--- config.mk ---
export PLATFORM = sky130hd
export DESIGN_NAME = ysyx_22050243_icache_axi_rd
export DESIGN_NICKNAME = d
export VERILOG_FILES = /design/src/rtl/ysyx_22050243_axi_pkg.sv /design/src/rtl/ysyx_22050243_icache_axi_rd.sv
export SDC_FILE = /design/constraint.sdc
export NUM_CORES = 1
export LEC_CHECK = 0
export CAP_MARGIN = 20
export CORE_ASPECT_RATIO = 0.6
export CORE_MARGIN = 2
export CORE_UTILIZATION = 40
export CTS_CLUSTER_DIAMETER = 80
export DETAILED_ROUTE_END_ITERATION = 16
export PLACE_DENSITY_LB_ADDON = 0.15
export SYNTH_ARGS = -nofsm -noshare
export SYNTH_HDL_FRONTEND = slang
export SYNTH_SLANG_ARGS = --single-unit
--- constraint.sdc ---
create_clock -name clk -period 1.65 [get_ports clk]
set_clock_uncertainty 0.05 [all_clocks]
set_input_delay 0.165 -clock clk [delete_from_list [all_inputs] [get_ports clk]]
set_output_delay 0.165 -clock clk [all_outputs]
set_load 0.02 [all_outputs]
--- src/rtl/ysyx_22050243_axi_pkg.sv ---
// Shared AXI4 read-side constants and the refill FSM state type.
package ysyx_22050243_axi_pkg;

  localparam int unsigned AXI_ID_W = 4;
  localparam int unsigned ADDR_W   = 32;
  localparam int unsigned DATA_W   = 64;

  localparam logic [1:0] BURST_INCR = 2'b01;
  localparam logic [2:0] SIZE_8B    = 3'b011;
  localparam logic [1:0] RESP_OKAY  = 2'b00;
  // Two beats per line: AXI encodes this as len = beats - 1.
  localparam logic [7:0] LEN_2BEATS = 8'd1;

  typedef enum logic [2:0] {
    StIdle,
    StAddr,
    StBeat0,
    StBeat1,
    StResp,
    StDrain
  } rd_state_t;

endpackage

--- src/rtl/ysyx_22050243_icache_axi_rd.sv ---
// Icache line refill over AXI4: one 2-beat INCR read burst per request, one result pulse.
module ysyx_22050243_icache_axi_rd
  import ysyx_22050243_axi_pkg::*;
#(
  parameter logic [AXI_ID_W-1:0] AXI_ID     = 4'd0,
  parameter int unsigned         LINE_BYTES = 16
) (
  input  logic                clk,
  input  logic                rst,
  input  logic [63:0]         req_addr,
  input  logic                req_valid,
  output logic                res_valid,
  output logic [127:0]        res_data,
  output logic                res_err,
  output logic                ar_valid,
  input  logic                ar_ready,
  output logic [ADDR_W-1:0]   ar_addr,
  output logic [AXI_ID_W-1:0] ar_id,
  output logic [7:0]          ar_len,
  output logic [2:0]          ar_size,
  output logic [1:0]          ar_burst,
  input  logic                r_valid,
  output logic                r_ready,
  input  logic [DATA_W-1:0]   r_data,
  input  logic [1:0]          r_resp,
  input  logic                r_last,
  input  logic [AXI_ID_W-1:0] r_id
);

  localparam int unsigned OffW = $clog2(LINE_BYTES);

  rd_state_t           state_q;
  logic                ar_valid_q;
  logic                r_ready_q;
  logic                res_valid_q;
  logic                res_err_q;
  logic [127:0]        res_data_q;
  logic [ADDR_W-1:0]   ar_addr_q;
  logic [DATA_W-1:0]   beat0_q;
  logic                err_q;

  logic                beat_bad;
  logic                beat1_err;

  // Upper address bits and the in-line offset never reach the bus.
  logic unused_addr_bits;
  assign unused_addr_bits = ^{req_addr[63:ADDR_W], req_addr[OffW-1:0]};

  // Per-beat protocol checks, and the final error if the current beat closes a normal burst.
  always_comb begin
    beat_bad  = (r_resp != RESP_OKAY) || (r_id != AXI_ID);
    beat1_err = err_q || beat_bad || !r_last;
  end

  // Refill FSM; every bus-facing output is a register updated with the state.
  always_ff @(posedge clk or negedge rst) begin
    if (!rst) begin
      state_q     <= StIdle;
      ar_valid_q  <= 1'b0;
      r_ready_q   <= 1'b0;
      res_valid_q <= 1'b0;
      res_err_q   <= 1'b0;
      res_data_q  <= '0;
      ar_addr_q   <= '0;
      beat0_q     <= '0;
      err_q       <= 1'b0;
    end else begin
      res_valid_q <= 1'b0;
      unique case (state_q)
        StIdle: begin
          if (req_valid) begin
            ar_addr_q  <= {req_addr[ADDR_W-1:OffW], {OffW{1'b0}}};
            ar_valid_q <= 1'b1;
            err_q      <= 1'b0;
            state_q    <= StAddr;
          end
        end
        StAddr: begin
          if (ar_ready) begin
            ar_valid_q <= 1'b0;
            r_ready_q  <= 1'b1;
            state_q    <= StBeat0;
          end
        end
        StBeat0: begin
          if (r_valid) begin
            beat0_q <= r_data;
            if (r_last) begin
              // Burst ended one beat short: deliver what arrived, flagged.
              err_q       <= 1'b1;
              r_ready_q   <= 1'b0;
              res_valid_q <= 1'b1;
              res_data_q  <= {{DATA_W{1'b0}}, r_data};
              res_err_q   <= 1'b1;
              state_q     <= StResp;
            end else begin
              err_q   <= err_q | beat_bad;
              state_q <= StBeat1;
            end
          end
        end
        StBeat1: begin
          if (r_valid) begin
            err_q       <= beat1_err;
            r_ready_q   <= 1'b0;
            res_valid_q <= 1'b1;
            res_data_q  <= {r_data, beat0_q};
            res_err_q   <= beat1_err;
            state_q     <= StResp;
          end
        end
        StResp: begin
          state_q <= StDrain;
        end
        StDrain: begin
          // Wait for the icache to drop its level request so it is not re-issued.
          if (!req_valid) begin
            state_q <= StIdle;
          end
        end
        default: begin
          state_q    <= StIdle;
          ar_valid_q <= 1'b0;
          r_ready_q  <= 1'b0;
        end
      endcase
    end
  end

  assign ar_valid  = ar_valid_q;
  assign ar_addr   = ar_addr_q;
  assign ar_id     = AXI_ID;
  assign ar_len    = LEN_2BEATS;
  assign ar_size   = SIZE_8B;
  assign ar_burst  = BURST_INCR;
  assign r_ready   = r_ready_q;
  assign res_valid = res_valid_q;
  assign res_data  = res_data_q;
  assign res_err   = res_err_q;

endmodule

Word-level counts from Yosys, hierarchy flattened
Cells that the tools add are included. W data, S select, Z words.

Register bits: 228. Bits in latches: 0. RAM bits: 0. ROM bits: 0. Bits of input ports: 140. Output and inout bits: 181. Logic and storage cells: 72. Memories kept: 0.

Add/sub/neg operators: 0. Multipliers: 0. Div/mod/pow operators: 0. Magnitude comparators: 0. Eq/ne operators: 11. Shift-type cells: 0. Multiplexer cells: 31. Bitwise logic cells: 3. Reductions and logical operators: 18.

Operator list (number): $mux W128 (3); $pmux W128 S2 (1); $mux W3 (6); $pmux W3 S6 (1); $mux W1 (15); $ne A2 B2 Y1 const B (6); $reduce_and A5 Y1 (2); $reduce_and A4 Y1 (2); $eq A3 B2 Y1 const B (2); $eq A3 B3 Y1 const B (2); $pmux W1 S3 (2); $pmux W1 S2 (2); $pmux W1 S4 (1); $reduce_and A2 Y1 (2); $reduce_bool A2 Y1 (2); $reduce_bool A4 Y1 (1); $reduce_or A4 Y1 (1); $eq A3 B1 Y1 const B (1); $logic_not A3 Y1 (1); $logic_or A1 B1 Y1 (3); $reduce_and A3 Y1 (1); $reduce_bool A3 Y1 (1); $reduce_or A3 Y1 (1); $not A1 Y1 (2); 2 further kinds (2).

Longest topological paths before layout
Word-level depth: 6. Mapped depth: 7. Mapped depth without buffers: 4.

Least setup slack after synthesis
OpenSTA, ideal clock, no wires.

Path type: register to register. Start point: register state_q[0]. End point: register ar_addr_q[11] (netlist: ar_addr[11]). Library setup time: 0.125 ns. Arrival time: 1.570 ns. Data required time: 1.475 ns. Path slack: -0.095 ns. Cell stages (with the launch flop): 6. Buffers on the path: 2. Period minus slack after synthesis: 1.745 ns. Cells stage by stage: dfrtp_1 buf_4 or3b_4 nor2_8 buf_6 mux2_2.

Longest elaborated chain between the ends: 2.

Ends and longest elaborated chain: start, declared (RTL line ysyx_22050243_icache_axi_rd.sv:32) `rd_state_t state_q;`; start signal, assigned (RTL line ysyx_22050243_icache_axi_rd.sv:58) `state_q <= StIdle;`; start signal, assigned (RTL line ysyx_22050243_icache_axi_rd.sv:75) `state_q <= StAddr;`; start signal, assigned (RTL line ysyx_22050243_icache_axi_rd.sv:82) `state_q <= StBeat0;`; $logic_not A3 Y1 (RTL line ysyx_22050243_icache_axi_rd.sv:69) `unique case (state_q)`; $reduce_and A2 Y1 (no line); end signal, assigned (RTL line ysyx_22050243_icache_axi_rd.sv:72) `ar_addr_q <= {req_addr[ADDR_W-1:OffW], {OffW{1'b0}}};`; end, declared (RTL line ysyx_22050243_icache_axi_rd.sv:38) `logic [ADDR_W-1:0] ar_addr_q;`.

Every way passes these cells. A chain may end at the register's enable or synchronous reset.

Worst setup path after layout
Start point: register state_q[0]. End point: register res_data_q[38] (netlist: res_data[38]).

Longest elaborated chain between the ends: 3. Elaborated cells between the ends (all ways): 8. Those cells by class: eq/ne (5); mux (1); reduce/logical (2).

Ends and longest elaborated chain: $eq A3 B2 Y1 (RTL line ysyx_22050243_icache_axi_rd.sv:69); $ne A2 B2 Y1 (no line) / $reduce_bool A2 Y1 (equally long branches); $reduce_and A4 Y1 (no line); end signal, assigned (RTL line ysyx_22050243_icache_axi_rd.sv:93) `res_data_q <= {{DATA_W{1'b0}}, r_data};`; end signal, assigned (RTL line ysyx_22050243_icache_axi_rd.sv:107) `res_data_q <= {r_data, beat0_q};`; end, declared (RTL line ysyx_22050243_icache_axi_rd.sv:37) `logic [127:0] res_data_q;`.

Several ways; a longest one is shown, not always the timed one.

==> results.cfg <==
[cts]
cts_inserted_buffers = 22
cts_tree = built
cts_sinks = 228
cts_max_path_buffers = 3
clkLatencyLatePin_ns = 0.50
cts_root_buf = clkbuf_16
clkTransAtPathRegs_ns = 0.06
htree_levels = 1

[die]
die_y_um = 124
die_area_um2 = 25300
coreArea_um2 = 23300
ios = 321
die_width_um = 204
row_count = 43
start_util = 0.412

[synth]
synth_area_leaders = dfrtp_1 (59%), mux2_2 (24%), a22o_1 (5.8%)
synth_top_area_frac = 0.595
yosysTopAreaCell = dfrtp_1
synth_seq_cells = 228
synthTopCellsByCount = dfrtp_1 (228), mux2_2 (205), a22o_1 (64)
yosys_warnings = 0
synth.avg_cell_area_um2 = 15.3
synth_edf_count = 0
synth.most_common_cell = dfrtp_1
async_flop_share = 1.00
synthFlopType = dfrtp_1
ys_types = 42
syn-cell-area_um2 = 9590
yosysSeqAreaShare = 0.595
syn_inst = 625

[worst_setup_path]
cp-start-kind = register
critPathKind = register to register
critical_path.top_delay_family = simple AND/OR/NAND/NOR gates
critical_path_required_ns = 1.98
worstPathCellList = nor2_2 > or3_4 > clkinv_8 > clkbuf_16 > mux2_2
arrival_ns = 2.10
path_buf_inv = 2
crit_fanout = 9
slowest_delay_ns = 0.48
crit_slowest_cell = or3_4
end_kind = register

[place]
dp_hpwl_um = 16600
place_congestion = 0.759
pre_cts_slack_ns = -0.397
placed_area_um2 = 12800
dpl.cell_count = 1201
port_buffers = 263

[flow_run]
maxCapViolCount = 0

[layout]
drive_above_1_share = 0.343
n_antenna_cell = 0
final_nets = 1069
seq_area_um2 = 5710
fillers = 1841
final_cells = 1259
area_growth_syn_to_layout_pct = 47.4
fin_area_um2 = 14100
multiInputGateArea_um2 = 3810

[sta]
hold_violations = 0
min_period_ns = 1.76
grt_setup_unrepaired = yes
slew_viol_final = 0
finalSetupViolCount = 209
setup_ws_ns = -0.114
fin_crit_sh = 1.07
holdWs_ns = 0.165
fmax_ghz = 0.567

[power_and_ir_drop]
p_per_area_nw_per_um2 = 1950
p_leak_nw = 6.63
finalPower_mw = 27.5
irDropWorstVdd_uv = 928

[route]
vias = 6445
drt-total-wl_um = 26500
viasPerCell = 5.12
drt-initial-drc-count = 363
route.detailed.drc = 0
wl_per_cell_um = 21.0
antenna_left = 0
firstDrtPassIters = 6

[global_route]
grt_max_degree = 65
overflow = 0
grt_pass1_vias = 6829
grt_pass1_wl_um = 39200
grtUsageTotal = 0.199
antenna_found_initial = 0

[run_status]
status = finished, violations left
violations = setup timing

[hold_path]
min_path_type = input pin to asynchronous set/reset pin
state kept, by name, summed over array words and instances, names as in the netlist:
name and cells:
ar_addr 28, res_valid 1, state_q 3, beat0_q 64
ar_valid 1, res_data 128, err_q 1, res_err 1
r_ready 1
area by class of cell:
| cell class | count | share of cell area |
|---|---|---|
| flip-flops and latches | 228 | 0.404 |
| multi-input cells | 347 | 0.270 |
| repair buffers | 322 | 0.241 |
| clock buffers | 34 | 0.0500 |
| well taps | 315 | 0.0279 |
| clock inverters | 5 | 0.00372 |
| inverters | 7 | 0.00274 |
| repair inverters | 1 | 0.000797 |
cell families after synthesis:
logic type / after synthesis / synth area share
flops: 228 / 0.595
mux: 222 / 0.264
compound gates: 84 / 0.0727
buf+inv: 69 / 0.0513
simple gates: 19 / 0.0153
other cells: 2 / 0.000783
xor+xnor: 1 / 0.000913
path summary, 6_finish.rpt:
kind	endpoint	depth (start not counted)	slack, ns	startpoint
setup / recovery	res_data[38]	5	-0.11	state_q[0]
hold / removal	ar_addr[21]	2	0.17	rst
setup reg to reg	res_data[38]	5	-0.11	state_q[0]
hold reg to reg	beat0_q[40]	1	0.43	beat0_q[40]
max in group asynchronous	state_q[0]	3	0.79	rst
min in group clk	ar_addr[25]	2	0.23	req_addr[25]
placed cells by master, fill, tap and decap left out, drive strengths merged, types with 3 or more instances in the layout:
master         synthesis  layout
dfrtp                228     228
mux2                 220     220
a21oi                  3       3
clkbuf                 2      43
buf                   60      50
inv                    7       7
dlygate4sd2            0     160
o21ai                  4       4
clkinv                 0       4
clkdlybuf4s50          0     102
a22o                  64      64
o21a                   3       3
nor2                   4       4
conb                   2      21
layer usage:
metal  share of wire  vias up  routed length (µm)  global-route usage
met5               0        -                   0                   0
met4           0.019        0                 492              0.0465
met1            0.46     3348               12300               0.280
li1                -     2873                   -                   -
met3           0.058       30                1530              0.0408
met2            0.46      194               12200               0.320
per-stage QoR:
stage                     setup TNS, ns  utilization
after floorplan                   -4.36            -
after global placement           -73.22        0.550
after detailed placement         -77.59        0.550
after CTS                        -10.64        0.589
after global routing             -23.46        0.607
final                            -12.04        0.607
where the power goes:
group / internal [mW] / total [mW] / switching, mW
clock: 3.10 / 5.24 / 2.14
sequential: 8.26 / 9.76 / 1.49
combinational: 6.64 / 12.5 / 5.90
total: 18.0 / 27.5 / 9.53
repair_timing:
item / CTS / global route
setup endpoints to repair: 380 / 200
endpoints found under the hold margin: 228 / 0
resized for setup: 220 / 39
gates cloned: 4 / 11
buffers inserted: 2 / 1
hold buffers: 1 / 0
pin swaps: 0 / 1
worst register-to-register path: cells and delay by family, from the launching register on:
family / cells / cell delay, ns
and+or+nand+nor: 2 / 0.53
DFF: 1 / 0.42
muxes: 1 / 0.34
buffers and inverters: 2 / 0.31
(Power assumes the default switching activity.)
